--- src/rtl/sp_tracker.sv ---
// Two-axis solar tracker: 50 Hz servo PWM, manual jog and an automatic max-power scan.
// Optional macro SP_BTN_DEBOUNCE_EN adds a 16-tick stability filter on the synchronized buttons.
module sp_tracker #(
    parameter logic [31:0] PWM_PERIOD   = 32'd2000000,
    parameter logic [31:0] POS_MIN      = 32'd100000,
    parameter logic [31:0] POS_MAX      = 32'd200000,
    parameter logic [31:0] POS_CENTER   = 32'd150000,
    parameter logic [31:0] JOG_STEP     = 32'd100,
    parameter logic [31:0] SCAN_STEP    = 32'd1000,
    parameter logic [31:0] MOVE_DIV     = 32'd1000,
    parameter logic [31:0] SETTLE_TICKS = 32'd4
) (
    input  logic        CLK,
    input  logic        RST,
    input  logic        BTN_L,
    input  logic        BTN_R,
    input  logic        BTN_U,
    input  logic        BTN_D,
    input  logic        BTN_C,
    input  logic [11:0] V_in,
    output logic [11:0] max_V_in,
    output logic [31:0] pulseWidth_max,
    output logic [1:0]  direction_lr,
    output logic [1:0]  direction_ud,
    output logic        servo_l,
    output logic        servo_r,
    output logic        servo_u,
    output logic        servo_d,
    output logic        SERVO_H,
    output logic        SERVO_V,
    output logic [31:0] servo_position_H,
    output logic [31:0] servo_position_V,
    output logic [2:0]  STAT
);

    typedef enum logic [2:0] {
        ST_MANUAL = 3'd0,
        ST_SCAN_H = 3'd1,
        ST_GOTO_H = 3'd2,
        ST_SCAN_V = 3'd3,
        ST_GOTO_V = 3'd4,
        ST_DONE   = 3'd5
    } state_t;

    logic [4:0]  sync1_q, sync2_q, btn;
    logic        c_prev_q, c_rise, tick;
    logic [31:0] tick_cnt_q, tick_cnt_d;
    logic [31:0] frame_cnt_q, frame_cnt_d;
    logic [31:0] shadow_h_q, shadow_h_d, shadow_v_q, shadow_v_d;
    logic        servo_h_q, servo_v_q;
    state_t      state_q, state_d;
    logic [31:0] pos_h_q, pos_h_d, pos_v_q, pos_v_d;
    logic [11:0] max_q, max_d;
    logic [31:0] pwmax_q, pwmax_d;
    logic [31:0] settle_q, settle_d;
    logic        jog_en, l_act, r_act, u_act, d_act;
    logic [31:0] scan_pos, cap_pw;
    logic [11:0] cap_max;
    logic        hit, last_step;

    // Saturation is tested before the arithmetic so the 32-bit position can never wrap.
    function automatic logic [31:0] jog_dec(input logic [31:0] pos);
        return (pos >= POS_MIN + JOG_STEP) ? pos - JOG_STEP : POS_MIN;
    endfunction

    function automatic logic [31:0] jog_inc(input logic [31:0] pos);
        return (pos <= POS_MAX - JOG_STEP) ? pos + JOG_STEP : POS_MAX;
    endfunction

    always_ff @(posedge CLK or posedge RST) begin
        if (RST) begin
            sync1_q  <= '0;
            sync2_q  <= '0;
            c_prev_q <= 1'b0;
        end else begin
            sync1_q  <= {BTN_C, BTN_D, BTN_U, BTN_R, BTN_L};
            sync2_q  <= sync1_q;
            c_prev_q <= btn[4];
        end
    end

`ifdef SP_BTN_DEBOUNCE_EN
    logic [4:0]      deb_q, deb_d;
    logic [4:0][3:0] deb_cnt_q, deb_cnt_d;

    always_comb begin
        deb_d     = deb_q;
        deb_cnt_d = deb_cnt_q;
        for (int i = 0; i < 5; i++) begin
            if (sync2_q[i] == deb_q[i]) begin
                deb_cnt_d[i] = 4'd0;
            end else if (tick) begin
                if (deb_cnt_q[i] == 4'd15) begin
                    deb_d[i]     = sync2_q[i];
                    deb_cnt_d[i] = 4'd0;
                end else begin
                    deb_cnt_d[i] = deb_cnt_q[i] + 4'd1;
                end
            end
        end
    end

    always_ff @(posedge CLK or posedge RST) begin
        if (RST) begin
            deb_q     <= '0;
            deb_cnt_q <= '0;
        end else begin
            deb_q     <= deb_d;
            deb_cnt_q <= deb_cnt_d;
        end
    end

    assign btn = deb_q;
`else
    assign btn = sync2_q;
`endif

    assign c_rise = btn[4] & ~c_prev_q;
    assign tick   = (tick_cnt_q == MOVE_DIV - 32'd1);

    always_comb begin
        tick_cnt_d  = tick ? 32'd0 : tick_cnt_q + 32'd1;
        frame_cnt_d = (frame_cnt_q == PWM_PERIOD - 32'd1) ? 32'd0 : frame_cnt_q + 32'd1;
        shadow_h_d  = (frame_cnt_q == PWM_PERIOD - 32'd1) ? pos_h_q : shadow_h_q;
        shadow_v_d  = (frame_cnt_q == PWM_PERIOD - 32'd1) ? pos_v_q : shadow_v_q;
    end

    // Jogging is only honoured while the operator owns the servos.
    assign jog_en = (state_q == ST_MANUAL) || (state_q == ST_DONE);
    assign l_act  = jog_en & btn[0] & ~btn[1];
    assign r_act  = jog_en & btn[1] & ~btn[0];
    assign u_act  = jog_en & btn[2] & ~btn[3];
    assign d_act  = jog_en & btn[3] & ~btn[2];

    assign scan_pos  = (state_q == ST_SCAN_H) ? pos_h_q : pos_v_q;
    assign hit       = (V_in > max_q);
    assign cap_max   = hit ? V_in : max_q;
    assign cap_pw    = hit ? scan_pos : pwmax_q;
    assign last_step = (scan_pos > POS_MAX - SCAN_STEP);

    always_comb begin
        state_d  = state_q;
        pos_h_d  = pos_h_q;
        pos_v_d  = pos_v_q;
        max_d    = max_q;
        pwmax_d  = pwmax_q;
        settle_d = settle_q;
        if (c_rise) begin
            state_d  = ST_SCAN_H;
            pos_h_d  = POS_MIN;
            max_d    = '0;
            pwmax_d  = POS_MIN;
            settle_d = '0;
        end else begin
            case (state_q)
                ST_MANUAL: begin
                    if (tick) begin
                        if (l_act)      pos_h_d = jog_dec(pos_h_q);
                        else if (r_act) pos_h_d = jog_inc(pos_h_q);
                        if (d_act)      pos_v_d = jog_dec(pos_v_q);
                        else if (u_act) pos_v_d = jog_inc(pos_v_q);
                    end
                end
                ST_SCAN_H, ST_SCAN_V: begin
                    if (tick) begin
                        max_d   = cap_max;
                        pwmax_d = cap_pw;
                        if (last_step) begin
                            settle_d = '0;
                            if (state_q == ST_SCAN_H) begin
                                state_d = ST_GOTO_H;
                                pos_h_d = cap_pw;
                            end else begin
                                state_d = ST_GOTO_V;
                                pos_v_d = cap_pw;
                            end
                        end else if (state_q == ST_SCAN_H) begin
                            pos_h_d = pos_h_q + SCAN_STEP;
                        end else begin
                            pos_v_d = pos_v_q + SCAN_STEP;
                        end
                    end
                end
                ST_GOTO_H, ST_GOTO_V: begin
                    if (tick) begin
                        if (settle_q == SETTLE_TICKS - 32'd1) begin
                            settle_d = '0;
                            if (state_q == ST_GOTO_H) begin
                                state_d = ST_SCAN_V;
                                pos_v_d = POS_MIN;
                                max_d   = '0;
                                pwmax_d = POS_MIN;
                            end else begin
                                state_d = ST_DONE;
                            end
                        end else begin
                            settle_d = settle_q + 32'd1;
                        end
                    end
                end
                ST_DONE: begin
                    if (|btn[3:0]) state_d = ST_MANUAL;
                end
                default: state_d = ST_MANUAL;
            endcase
        end
    end

    always_ff @(posedge CLK or posedge RST) begin
        if (RST) begin
            tick_cnt_q  <= '0;
            frame_cnt_q <= '0;
            shadow_h_q  <= POS_CENTER;
            shadow_v_q  <= POS_CENTER;
            servo_h_q   <= 1'b0;
            servo_v_q   <= 1'b0;
            state_q     <= ST_MANUAL;
            pos_h_q     <= POS_CENTER;
            pos_v_q     <= POS_CENTER;
            max_q       <= '0;
            pwmax_q     <= POS_CENTER;
            settle_q    <= '0;
        end else begin
            tick_cnt_q  <= tick_cnt_d;
            frame_cnt_q <= frame_cnt_d;
            shadow_h_q  <= shadow_h_d;
            shadow_v_q  <= shadow_v_d;
            servo_h_q   <= (frame_cnt_q < shadow_h_q);
            servo_v_q   <= (frame_cnt_q < shadow_v_q);
            state_q     <= state_d;
            pos_h_q     <= pos_h_d;
            pos_v_q     <= pos_v_d;
            max_q       <= max_d;
            pwmax_q     <= pwmax_d;
            settle_q    <= settle_d;
        end
    end

    assign max_V_in         = max_q;
    assign pulseWidth_max   = pwmax_q;
    assign direction_lr     = {r_act, l_act};
    assign direction_ud     = {d_act, u_act};
    assign servo_l          = l_act;
    assign servo_r          = r_act;
    assign servo_u          = u_act;
    assign servo_d          = d_act;
    assign SERVO_H          = servo_h_q;
    assign SERVO_V          = servo_v_q;
    assign servo_position_H = pos_h_q;
    assign servo_position_V = pos_v_q;
    assign STAT             = state_q;

endmodule

--- config.mk ---
export PLATFORM = sky130hd
export DESIGN_NAME = sp_tracker
export DESIGN_NICKNAME = d
export VERILOG_FILES = /design/src/rtl/sp_tracker.sv
export SDC_FILE = /design/constraint.sdc
export NUM_CORES = 1
export LEC_CHECK = 0
export CAP_MARGIN = 20
export CELL_PAD_IN_SITES_DETAIL_PLACEMENT = 1
export CELL_PAD_IN_SITES_GLOBAL_PLACEMENT = 1
export CORE_MARGIN = 3
export CORE_UTILIZATION = 45
export CTS_CLUSTER_SIZE = 16
export DETAILED_ROUTE_END_ITERATION = 6
export PLACE_DENSITY = 0.89
export SLEW_MARGIN = 20
export SYNTH_ARGS = -nofsm -noshare
export SYNTH_HDL_FRONTEND = slang
export SYNTH_SLANG_ARGS = --single-unit
--- constraint.sdc ---
create_clock -name CLK -period 9.9 [get_ports CLK]
set_input_delay 0.99 -clock CLK [delete_from_list [all_inputs] [get_ports CLK]]
set_output_delay 0.99 -clock CLK [all_outputs]
set_load 0.05 [all_outputs]
==> flow_summary.ini, run 1 <==
[sta]
fin_setup_tns_ns = 0
rsz0062_at_grt = false
hold_viol = 0
slew_viol_final = 0
maxSlewHeadroom = 0.253
min_period_over_period = 0.471
max_freq_mhz = 215
skew_ns = 0.0209
worst_pin_slew_ns = 1.12
fin_crit_ns = 4.66
setup_violations = 0

[min_path]
hold_class = reg -> reg
hold_depth = 0

[flow_run]
drv_cap = 0

[logic_synthesis]
synth-seq-cells = 284
yosysWarnings = 0
netlist_top_cells_area = dfrtp_1, ha_1, o21ai_0
synth_cells = 2119
synth_top_cell_by_area = dfrtp_1
synthFlopType = dfrtp_1
yosys.cell_count.top_type = dfrtp_1
synth_cell_type_count = 83
seq_area_frac_synth = 0.396
yosys-top-cells-count = dfrtp_1, nand2_1, o21ai_0
synth_fp_nets = 2227
synth-async-reset-ratio = 1.00
netlist.area_leader.share = 0.338
synth_area_per_cell_um2 = 8.53
syn_area_um2 = 18100
synth-edff-count = 0

[global_routing]
grt_start_max_net_pins = 167
grt_use_total = 0.311
antenna_found_initial = 0
grt_pass1_wl_mm = 105
grt_pass1_vias = 18500
overflow = 0

[setup_path]
worstPathRequired_ns = 8.91
reg2reg_depth = 9
cp_data_arrival_time_ns = 3.67
startpoint_type = register
path_max_fanout = 18
cp-end-kind = primary output
critPathKind = reg -> out

[floorplan]
die_h_um = 206
dieArea_um2 = 42600
core_area_um2 = 39200
core.rowCount = 72
io_pins = 140
start_util = 0.461
fp.dieW_um = 206

[clocking]
path_clk_slew_ns = 0.06
cts_tree = done
post_cts_buffers = 0
clock_path_buffers = 3
clk_latency_ns = 0.53
cts_resized = 0
holdBufCountCts = 0
numCtsBuffers = 34
clockRootBuffer = clkbuf_16
clock-sinks = 284
htree_num_levels = 2

[routing]
detail-route-antenna-nets = 0
drt_first_iter_violations = 1451
wire_per_inst_um = 24.8
drc_errors = 0
vias_per_cell = 6.51
first_pass_iters = 5
routed_wl_mm = 67.3
vias = 17700

[place]
place.gp.congestion = 1.00
hpwl_mm = 47.0
io_buffers = 139

[power]
irDropWorstVdd_uv = 133
p_seq_frac = 0.431
power.density_nw_per_um2 = 134
p_sw_w = 0.000765
power_w = 0.00280
power_leakage_nw = 8.73
intPower_w = 0.00203
swShare = 0.273
pwr-share-clk = 0.462
pwr-share-comb = 0.107

[final_layout]
fillerInstances = 4561
nets = 2278
drive_gt1_frac = 0.0807
n_antenna_cell = 0
areaGrowthSynthToFinish_pct = 15.8

[run_status]
outcome = completed
[power by group through the flow]
stage | Clock [W] | Sequential (W) | Combinational [W]
global placement | 0 | 0.00122 | 0.000285
floorplan | 0 | 0.00122 | 0.000180
CTS | 0.00131 | 0.00120 | 0.000296
detailed placement | 0 | 0.00122 | 0.000293
global route | 0.00135 | 0.00120 | 0.000324
finish | 0.00129 | 0.00121 | 0.000301
[routing by layer]
| metal | part of all wire | vias up | track usage | wire (um) |
|---|---|---|---|---|
| li1 | - | 7748 | - | - |
| met1 | 0.40 | 8877 | 0.395 | 26800 |
| met2 | 0.48 | 848 | 0.523 | 32200 |
| met3 | 0.079 | 194 | 0.0547 | 5300 |
| met4 | 0.044 | 0 | 0.132 | 2960 |
| met5 | 0 | - | 0 | 0 |
[layout by cell type (no fill, tap or decap), drive strengths merged, types with 54 or more instances in the layout]
cell type,count
nor3,54
ha,89
inv,106
nand3,69
o21ai,221
a21oi,104
clkdlybuf4s50,139
dfrtp,244
nor2,172
xnor2,59
nand2,237
[through the flow]
step	cells	instance area, um2	util	hold slack, ns	worst slack (ns)
2_1_floorplan	2119	18100	-	0.331	1.14
4_1_cts	2712	20900	0.534	0.351	5.30
6_report	2712	20900	0.534	0.350	5.24
3_5_place_dp	2652	19800	0.505	0.339	5.65
3_3_place_gp	2652	19800	0.505	0.334	5.83
5_1_grt	2712	20900	0.534	0.353	5.15
[worst paths after layout]
check                                          start                    to  slack (ns)
worst min register to register            sync1_q[1]                btn[1]        0.35
min in group asynchronous                        RST  servo_position_H[28]        1.02
worst min-delay path                      sync1_q[1]                btn[1]        0.35
worst max-delay path                         STAT[2]               servo_l        5.24
worst max register to register  servo_position_H[19]           settle_q[7]        5.52
max in group asynchronous                        RST          settle_q[10]        7.35
[layout make-up]
class,instances,area [um2],share of cell area
multi-input cells,1580,9980,0.477
flip-flops and latches,284,7160,0.342
repair buffers,164,1590,0.0761
clock buffers,52,1040,0.0497
well taps,518,648,0.0310
inverters,106,405,0.0194
clock inverters,8,96.3,0.00460
[flip-flops by register name, indices dropped and copies added (netlist names)]
signal,count
settle_q,32
SERVO_V,1
servo_position_H,32
max_V_in,12
STAT,3
SERVO_H,1
shadow_v_q,32
btn,5
c_prev_q,1
shadow_h_q,32
tick_cnt_q,32
servo_position_V,32
sync1_q,5
pulseWidth_max,32
frame_cnt_q,32
[critical path: stages, from the launching register on]
cell and delay, ns:
dfrtp_1 0.68, xor2_1 0.17, or4b_2 0.87, clkinv_1 0.48
clkdlybuf4s50_1 0.91
[cell families (layout without fill, tap and decap cells)]
kind of cell,Yosys count,after routing,share of synthesized area
compound gates,588,588,0.210
xor+xnor,93,93,0.0451
fa+ha+maj,89,89,0.0616
buf+inv,255,330,0.0545
flops,284,284,0.396
mux,43,43,0.0250
simple gates,767,767,0.208
No activity file was read; power rests on OpenSTA's default activity.
==> run 2, diff against run 1 <==
clock period = 4.6 ns   (was 9.9 ns; I/O delays follow)
==> run 2 against run 1 <==
Against the previous run: die area did not move; final cell count increased by 1.2%; first-iteration DRC count fell by 0.14%; core utilization is 1.1 points higher; largest power group unchanged; largest cell class unchanged.
==> flow_summary.ini, run 2 (synthesis gave the netlist of run 1 again) <==
[power]
p_sw_w = 0.00174
intPower_w = 0.00464
pwr-share-comb = 0.112
power.density_nw_per_um2 = 299
pwr-share-clk = 0.483
power_leakage_nw = 8.97
irDropWorstVdd_uv = 280
swShare = 0.272
p_seq_frac = 0.405

[final_layout]
nets = 2308
n_antenna_cell = 0
fin_cells = 2745
drive_gt1_frac = 0.0961
final_common_cell = dfrtp_1
areaGrowthSynthToFinish_pct = 18.1
layout_common_cells = dfrtp_1, nand2_1, o21ai_0

[clocking]
numCtsBuffers = 36
clockRootBuffer = clkbuf_16
cts_resized = 0
post_cts_buffers = 0
holdBufCountCts = 0
clk_latency_ns = 0.55
cts_tree = done
clock_path_buffers = 3
path_clk_slew_ns = 0.06
clock-sinks = 284
htree_num_levels = 2

[floorplan]
die_h_um = 206
io_pins = 140
core_area_um2 = 39200
fp.dieW_um = 206
dieArea_um2 = 42600
core.rowCount = 72
start_util = 0.461

[flow_run]
drv_cap = 0

[sta]
slew_viol_final = 0
max_freq_mhz = 237
fin_setup_tns_ns = 0
setup_violations = 0
skew_ns = 0.0302
worst_pin_slew_ns = 1.23
min_period_over_period = 0.916
rsz0062_at_grt = false
maxSlewHeadroom = 0.171
fin_crit_ns = 4.21
hold_viol = 0
fin_ws_ns = 0.386

[setup_path]
worstPathRequired_ns = 4.14
path_max_fanout = 18
startpoint_type = register
cpMaxStageDelayCell = clkdlybuf4s50_1
cp_slowest_stage_delay_ns = 0.92
cp_data_arrival_time_ns = 3.75
r2r_slack_ns = 0.61
rr_endpoint = servo_position_H[22]
reg2reg_from = STAT[2]
cp-end-kind = primary output
startpoint = STAT[2]
crit_chain = xor2_1 -> or4b_2 -> clkinv_1 -> clkdlybuf4s50_1
reg2reg_depth = 8
critPathKind = reg -> out

[place]
place.gp.congestion = 0.962
post-place-ws_ns = 0.802
place_inst = 2679
hpwl_mm = 47.6
io_buffers = 139

[routing]
drc_errors = 0
met1_length_mm = 27.0
vias_per_cell = 6.53
highest_layer = met4
drt_first_iter_violations = 1449
first_pass_iters = 5
wire_per_inst_um = 24.7
routed-wl-met2_mm = 32.4
detail-route-antenna-nets = 0
vias = 17900
wl_met3_mm = 4.99
routed_wl_mm = 67.9

[global_routing]
grt_use_total = 0.316
overflow = 0
antenna_found_initial = 0
grt_pass1_vias = 18900
grt_start_max_net_pins = 76
grt_pass1_wl_mm = 106

[run_status]
outcome = completed

[min_path]
hold_class = in -> async
## run 2: cell types whose count changed in the layout (fill, tap and decap cells not counted), moves of 2 or more
cell       change
buf_12         +6
buf_4         +22
bufinv_16      +3
clkbuf_1       -4
clkbuf_16      +2
clkinv_2       +4
## run 2: per-stage QoR
step / hold slack (ns) / total power, W / util / area (um2)
6_report: 0.274 / 0.00638 / 0.545 / 21300
5_1_grt: 0.297 / 0.00658 / 0.545 / 21300
4_1_cts: 0.350 / 0.00641 / 0.544 / 21300
3_5_place_dp: 0.336 / 0.00331 / 0.511 / 20000
3_3_place_gp: 0.335 / 0.00329 / 0.511 / 20000
2_1_floorplan: 0.331 / 0.00302 / - / 18100
## run 2: per-layer routing
metal,up-vias,GRT usage
met5,-,0
met4,0,0.157
met3,240,0.0610
met2,808,0.525
met1,9073,0.393
li1,7803,-
## run 2: worst max-delay path, delay by kind of cell (launching register included)
| kind | cells | cell delay (ns) |
|---|---|---|
| DFF | 1 | 0.72 |
| buffers and inverters | 2 | 1.39 |
| xor gates and xnor gates | 1 | 0.19 |
| and+or+nand+nor | 1 | 0.89 |
## run 2: worst max path at each step
stage | slack [ns] | endpoint
2_1_floorplan | 0.41 | SERVO_H
3_3_place_gp | 0.97 | servo_position_H[22]
3_5_place_dp | 0.80 | servo_position_H[22]
4_1_cts | 0.44 | direction_lr[0]
5_1_grt | 0.31 | direction_lr[0]
6_report | 0.39 | direction_lr[0]
## run 2: final cells by class
type                            instances  area (um2)
Clock inverter                         15         208
Fill cell                            4543       17800
Tap cell                              518         648
Inverter                              106         402
Multi-Input combinational cell       1580        9980
Sequential cell                       284        7160
Clock buffer                           50        1070
Timing Repair Buffer                  192        1880
## run 2: power by group through the flow
stage,registers (W),logic (W),clock network [W]
3_5_place_dp,0.00262,0.000686,0
3_3_place_gp,0.00262,0.000667,0
2_1_floorplan,0.00264,0.000388,0
5_1_grt,0.00258,0.000761,0.00323
4_1_cts,0.00258,0.000696,0.00313
6_report,0.00258,0.000712,0.00309
==> run 3, diff against run 2 <==
SKIP_LAST_GASP = 1   (was not set)
==> results of run 3 <==
No change in the layout: final DEF, timing and power equal those of run 2.
==> variant 1, RTL diff (settings of run 3) <==
Build with the macro `SP_BTN_DEBOUNCE_EN` defined.
--- a/src/rtl/sp_tracker.sv
+++ b/src/rtl/sp_tracker.sv
@@ -1,5 +1,7 @@
 // Two-axis solar tracker: 50 Hz servo PWM, manual jog and an automatic max-power scan.
 // Optional macro SP_BTN_DEBOUNCE_EN adds a 16-tick stability filter on the synchronized buttons.
+`define SP_BTN_DEBOUNCE_EN
+
 module sp_tracker #(
     parameter logic [31:0] PWM_PERIOD   = 32'd2000000,
     parameter logic [31:0] POS_MIN      = 32'd100000,
Function: changed (Yosys sat finds a counterexample within 4 cycles, from zero or initial values and one cycle with RST high).
==> variant 1 against run 3 <==
Cell area is 6.3% higher; sequential cell count up 25; worst setup slack improved by 0.35 ns; wire length up 5.2%; via count grew 4.6%; non-clock buffer count down 5; synthesized area is 8.2% higher; first-iteration DRC count grew 26%; critical path type unchanged.
Power is not compared: it rests on default switching activity, and its combinational part moved more than twofold at a synthesized area within 25%.
==> variant 1: results (changes against run 3) <==
INFO  metric final_nets = 2416 (was 2308)
INFO  metric grt_first_pass_wirelength = 113 mm (was 106 mm)
INFO  metric path_max_fanout = 12 (was 18)
INFO  metric worst_slew_pin_slew = 1.10 ns (was 1.23 ns)
INFO  metric detailed_place_hpwl = 51.0 mm (was 47.6 mm)
INFO  metric setup.reg_to_reg.worst_slack = 0.81 ns (was 0.61 ns)
INFO  metric ff2ff_path_depth = 7 (was 8)
INFO  metric timing.rr.end = servo_position_H[20] (was servo_position_H[22])
INFO  metric synth.area.top_cells = sky130_fd_sc_hd__dfrtp_1 34%, sky130_fd_sc_hd__ha_1 6.0%, sky130_fd_sc_hd__o21ai_0 5.6% (was sky130_fd_sc_hd__dfrtp_1 34%, sky130_fd_sc_hd__ha_1 6.2%, sky130_fd_sc_hd__o21ai_0 6.0%)
INFO  metric synth-seq-area-share = 0.398 (was 0.396)
INFO  metric crit_arrival = 3.41 ns (was 3.75 ns)
INFO  metric synth_nets = 2342 (was 2227)
INFO  metric worst_hold_slack = 0.340 ns (was 0.274 ns)
INFO  metric placedInstanceArea = 21400 um2 (was 20000 um2)
INFO  metric netlist_top_cells_count = 269 x sky130_fd_sc_hd__dfrtp_1, 226 x sky130_fd_sc_hd__nand2_1, 220 x sky130_fd_sc_hd__o21ai_0, 158 x sky130_fd_sc_hd__nor2_1, 113 x sky130_fd_sc_hd__inv_1 (was 244 x sky130_fd_sc_hd__dfrtp_1, 236 x sky130_fd_sc_hd__nand2_1, 218 x sky130_fd_sc_hd__o21ai_0, 172 x sky130_fd_sc_hd__nor2_1, 123 x sky130_fd_sc_hd__clkbuf_1)
INFO  metric routabilityCongestion = 0.917 (was 0.962)
INFO  metric crit-reg2reg-launch = servo_position_H[18] (was STAT[2])
INFO  metric totalWireLength = 71.4 mm (was 67.9 mm)
INFO  metric clock_insertion_delay_worst_skew = 0.57 ns (was 0.55 ns)
INFO  metric outcome = finished, final reports clean (unchanged)
INFO  metric tritoncts.num_buffers = 37 (was 36)
INFO  metric share_of_post_route_cells_with_drive_strength_above_1 = 0.0940 (was 0.0961)
INFO  metric holdCritPathClass = in2reg (was in2async)
INFO  metric via_count_of_the_first_global_routing_pass = 19.7k (was 18.9k)
INFO  metric detail_route.iter0.violations = 1825 (was 1449)
==> variant 1: cell families (layout without fill, tap and decap cells) <==
logic type	Yosys count	in the layout	synth area share
adder cells (fa/ha/maj)	94	94	0.0602
AO/OA/AOI/OAI	644	644	0.215
multiplexers	53	53	0.0287
AND/OR/NAND/NOR	751	751	0.193
buffers and inverters	265	367	0.0546
flip-flops	309	309	0.398
other	0	1	0
XOR/XNOR	113	113	0.0506
==> variant 1: metal layers <==
layer / vias to the layer above / global-route usage / part of all wire
met5: - / 0 / 0
met3: 220 / 0.0577 / 0.069
met1: 9485 / 0.383 / 0.40
met2: 770 / 0.508 / 0.48
met4: 0 / 0.150 / 0.049
li1: 8270 / - / -
==> variant 1: area by class of cell <==
class / instances / area [um2]
Fill cell: 4901 / 19700
Multi-Input combinational cell: 1655 / 10700
Sequential cell: 309 / 7780
Timing Repair Buffer: 187 / 1790
Clock buffer: 45 / 1010
Tap cell: 577 / 722
Inverter: 113 / 428
Clock inverter: 22 / 235
Antenna cell: 1 / 2.50
==> variant 1: stage by stage <==
step | setup WS (ns) | util | std cells
CTS | 0.725 | 0.535 | 2908
finish | 0.731 | 0.535 | 2909
floorplan | 0.0597 | - | 2229
global route | 0.637 | 0.535 | 2908
global placement | 1.01 | 0.506 | 2841
detailed placement | 0.922 | 0.506 | 2841
==> variant 1: worst max-delay path by stage <==
stage | start | slack, ns | to | cells after the start
floorplan | RST | 0.06 | SERVO_H | 1
global placement | V_in[6] | 1.01 | servo_position_V[3] | 10
detailed placement | servo_position_H[18] | 0.92 | servo_position_H[20] | 7
CTS | STAT[2] | 0.73 | servo_l | 4
global route | STAT[0] | 0.64 | servo_l | 4
finish | STAT[2] | 0.73 | servo_l | 4
==> variant 2, RTL diff (config.mk and constraints of run 3) <==
Made on the original files. The output `SERVO_H` loses its register stage (`servo_h_q` becomes a continuous assignment).
--- a/src/rtl/sp_tracker.sv
+++ b/src/rtl/sp_tracker.sv
@@ -212,7 +212,6 @@
             frame_cnt_q <= '0;
             shadow_h_q  <= POS_CENTER;
             shadow_v_q  <= POS_CENTER;
-            servo_h_q   <= 1'b0;
             servo_v_q   <= 1'b0;
             state_q     <= ST_MANUAL;
             pos_h_q     <= POS_CENTER;
@@ -225,7 +224,6 @@
             frame_cnt_q <= frame_cnt_d;
             shadow_h_q  <= shadow_h_d;
             shadow_v_q  <= shadow_v_d;
-            servo_h_q   <= (frame_cnt_q < shadow_h_q);
             servo_v_q   <= (frame_cnt_q < shadow_v_q);
             state_q     <= state_d;
             pos_h_q     <= pos_h_d;
@@ -235,6 +233,8 @@
             settle_q    <= settle_d;
         end
     end
+
+    assign servo_h_q = (frame_cnt_q < shadow_h_q);
 
     assign max_V_in         = max_q;
     assign pulseWidth_max   = pwmax_q;
Behaviour: not the same (a bounded check fails within 4 cycles, from zero or initial values and one cycle with RST high).
==> variant 2 against run 3 <==
Power decreased by 4.9%; sequential power hardly changed; worst setup slack got worse by 0.095 ns; wire length decreased by 2.4%; cell area fell by 1.1%; synthesized area decreased by 0.14%; largest power group unchanged; utilization fell by 0.49 points; sequential cell count down 1.
==> variant 2: results (changes against run 3) <==
INFO  metric grt_use_met1 = 0.390 (was 0.393)
INFO  metric synth-seq-area-share = 0.395 (was 0.396)
INFO  metric min_period_over_period = 0.937 (was 0.916)
INFO  metric timing.critical_path.slowest_stage_cell = sky130_fd_sc_hd__or4b_2 (was sky130_fd_sc_hd__clkdlybuf4s50_1)
INFO  metric switching_power = 1690 uW (was 1740 uW)
INFO  metric grtUsageMet2 = 0.521 (was 0.525)
INFO  metric detailed_place_hpwl = 46.8 mm (was 47.6 mm)
INFO  metric drt-vias-per-instance = 6.47 (was 6.53)
INFO  metric drt_pass_1_iters = 7 (was 5)
INFO  metric drt-met1-wl = 26.5 mm (was 27.0 mm)
INFO  metric synth.avg_cell_area = 8.52 um2 (was 8.53 um2)
INFO  metric met3RoutedLength = 4.52 mm (was 4.99 mm)
INFO  metric dpl_worst_slack = 0.744 ns (was 0.802 ns)
INFO  metric setup.reg_to_reg.worst_slack = 0.42 ns (was 0.61 ns)
INFO  metric track_usage = 0.312 (was 0.316)
INFO  metric grt_max_degree = 109 (was 76)
INFO  metric path_max_fanout = 16 (was 18)
INFO  metric worst_hold_slack = 0.348 ns (was 0.274 ns)
INFO  metric final_nets = 2297 (was 2308)
INFO  metric totalWireLength = 66.2 mm (was 67.9 mm)
INFO  metric met2RoutedLength = 31.7 mm (was 32.4 mm)
INFO  metric outcome = finished, final reports clean (unchanged)
INFO  metric leakagePower = 0.00883 uW (was 0.00897 uW)
INFO  metric endpoint = servo_l (was direction_lr[0])
INFO  metric share_of_post_route_cells_with_drive_strength_above_1 = 0.0916 (was 0.0961)
INFO  metric placedInstanceArea = 19900 um2 (was 20000 um2)
INFO  metric grt_first_pass_wirelength = 105 mm (was 106 mm)
-- variant 2: changes by cell type after synthesis, sizes merged --
cell   delta
dfrtp     -1
-- variant 2: area by class of cell --
cell class | instances | area (um2)
clock buffers | 47 | 1010
well taps | 518 | 648
repair buffers | 183 | 1770
diodes | 1 | 2.50
clock inverters | 17 | 158
fillers | 4616 | 18000
inverters | 106 | 402
multi-input cells | 1580 | 9980
flip-flops and latches | 283 | 7130
-- variant 2: worst reg2reg max path, cell delays in order, from the launching register on --
cell and delay [ns]:
sky130_fd_sc_hd__dfrtp_1 0.69, sky130_fd_sc_hd__xor2_1 0.19, sky130_fd_sc_hd__or4b_2 0.94, sky130_fd_sc_hd__clkinv_1 0.39, sky130_fd_sc_hd__o31a_1 0.67, sky130_fd_sc_hd__nor2_1 0.31
sky130_fd_sc_hd__o21a_1 0.26, sky130_fd_sc_hd__a2111oi_0 0.48, sky130_fd_sc_hd__a21oi_1 0.10
-- variant 2: power by group through the flow --
stage	Sequential [uW]	Combinational, uW	Clock [uW]
after global routing	2580	720	2960
after global placement	2620	629	0
after detailed placement	2620	656	0
final	2580	678	2810
after CTS	2580	664	2860
after floorplan	2630	387	0
-- variant 2: cells by family after synthesis --
| logic type | after synthesis | share of synthesized area |
|---|---|---|
| flip-flops | 283 | 0.395 |
| adder cells (fa/ha/maj) | 89 | 0.0617 |
| XOR/XNOR | 93 | 0.0451 |
| AO/OA/AOI/OAI | 588 | 0.210 |
| AND/OR/NAND/NOR | 767 | 0.208 |
| buffers and inverters | 255 | 0.0546 |
| multiplexers | 43 | 0.0250 |
-- variant 2: metrics by stage --
stage | power (uW) | util
detailed placement | 3280 | 0.510
CTS | 6100 | 0.540
floorplan | 3010 | -
global placement | 3250 | 0.510
global route | 6260 | 0.540
finish | 6070 | 0.540
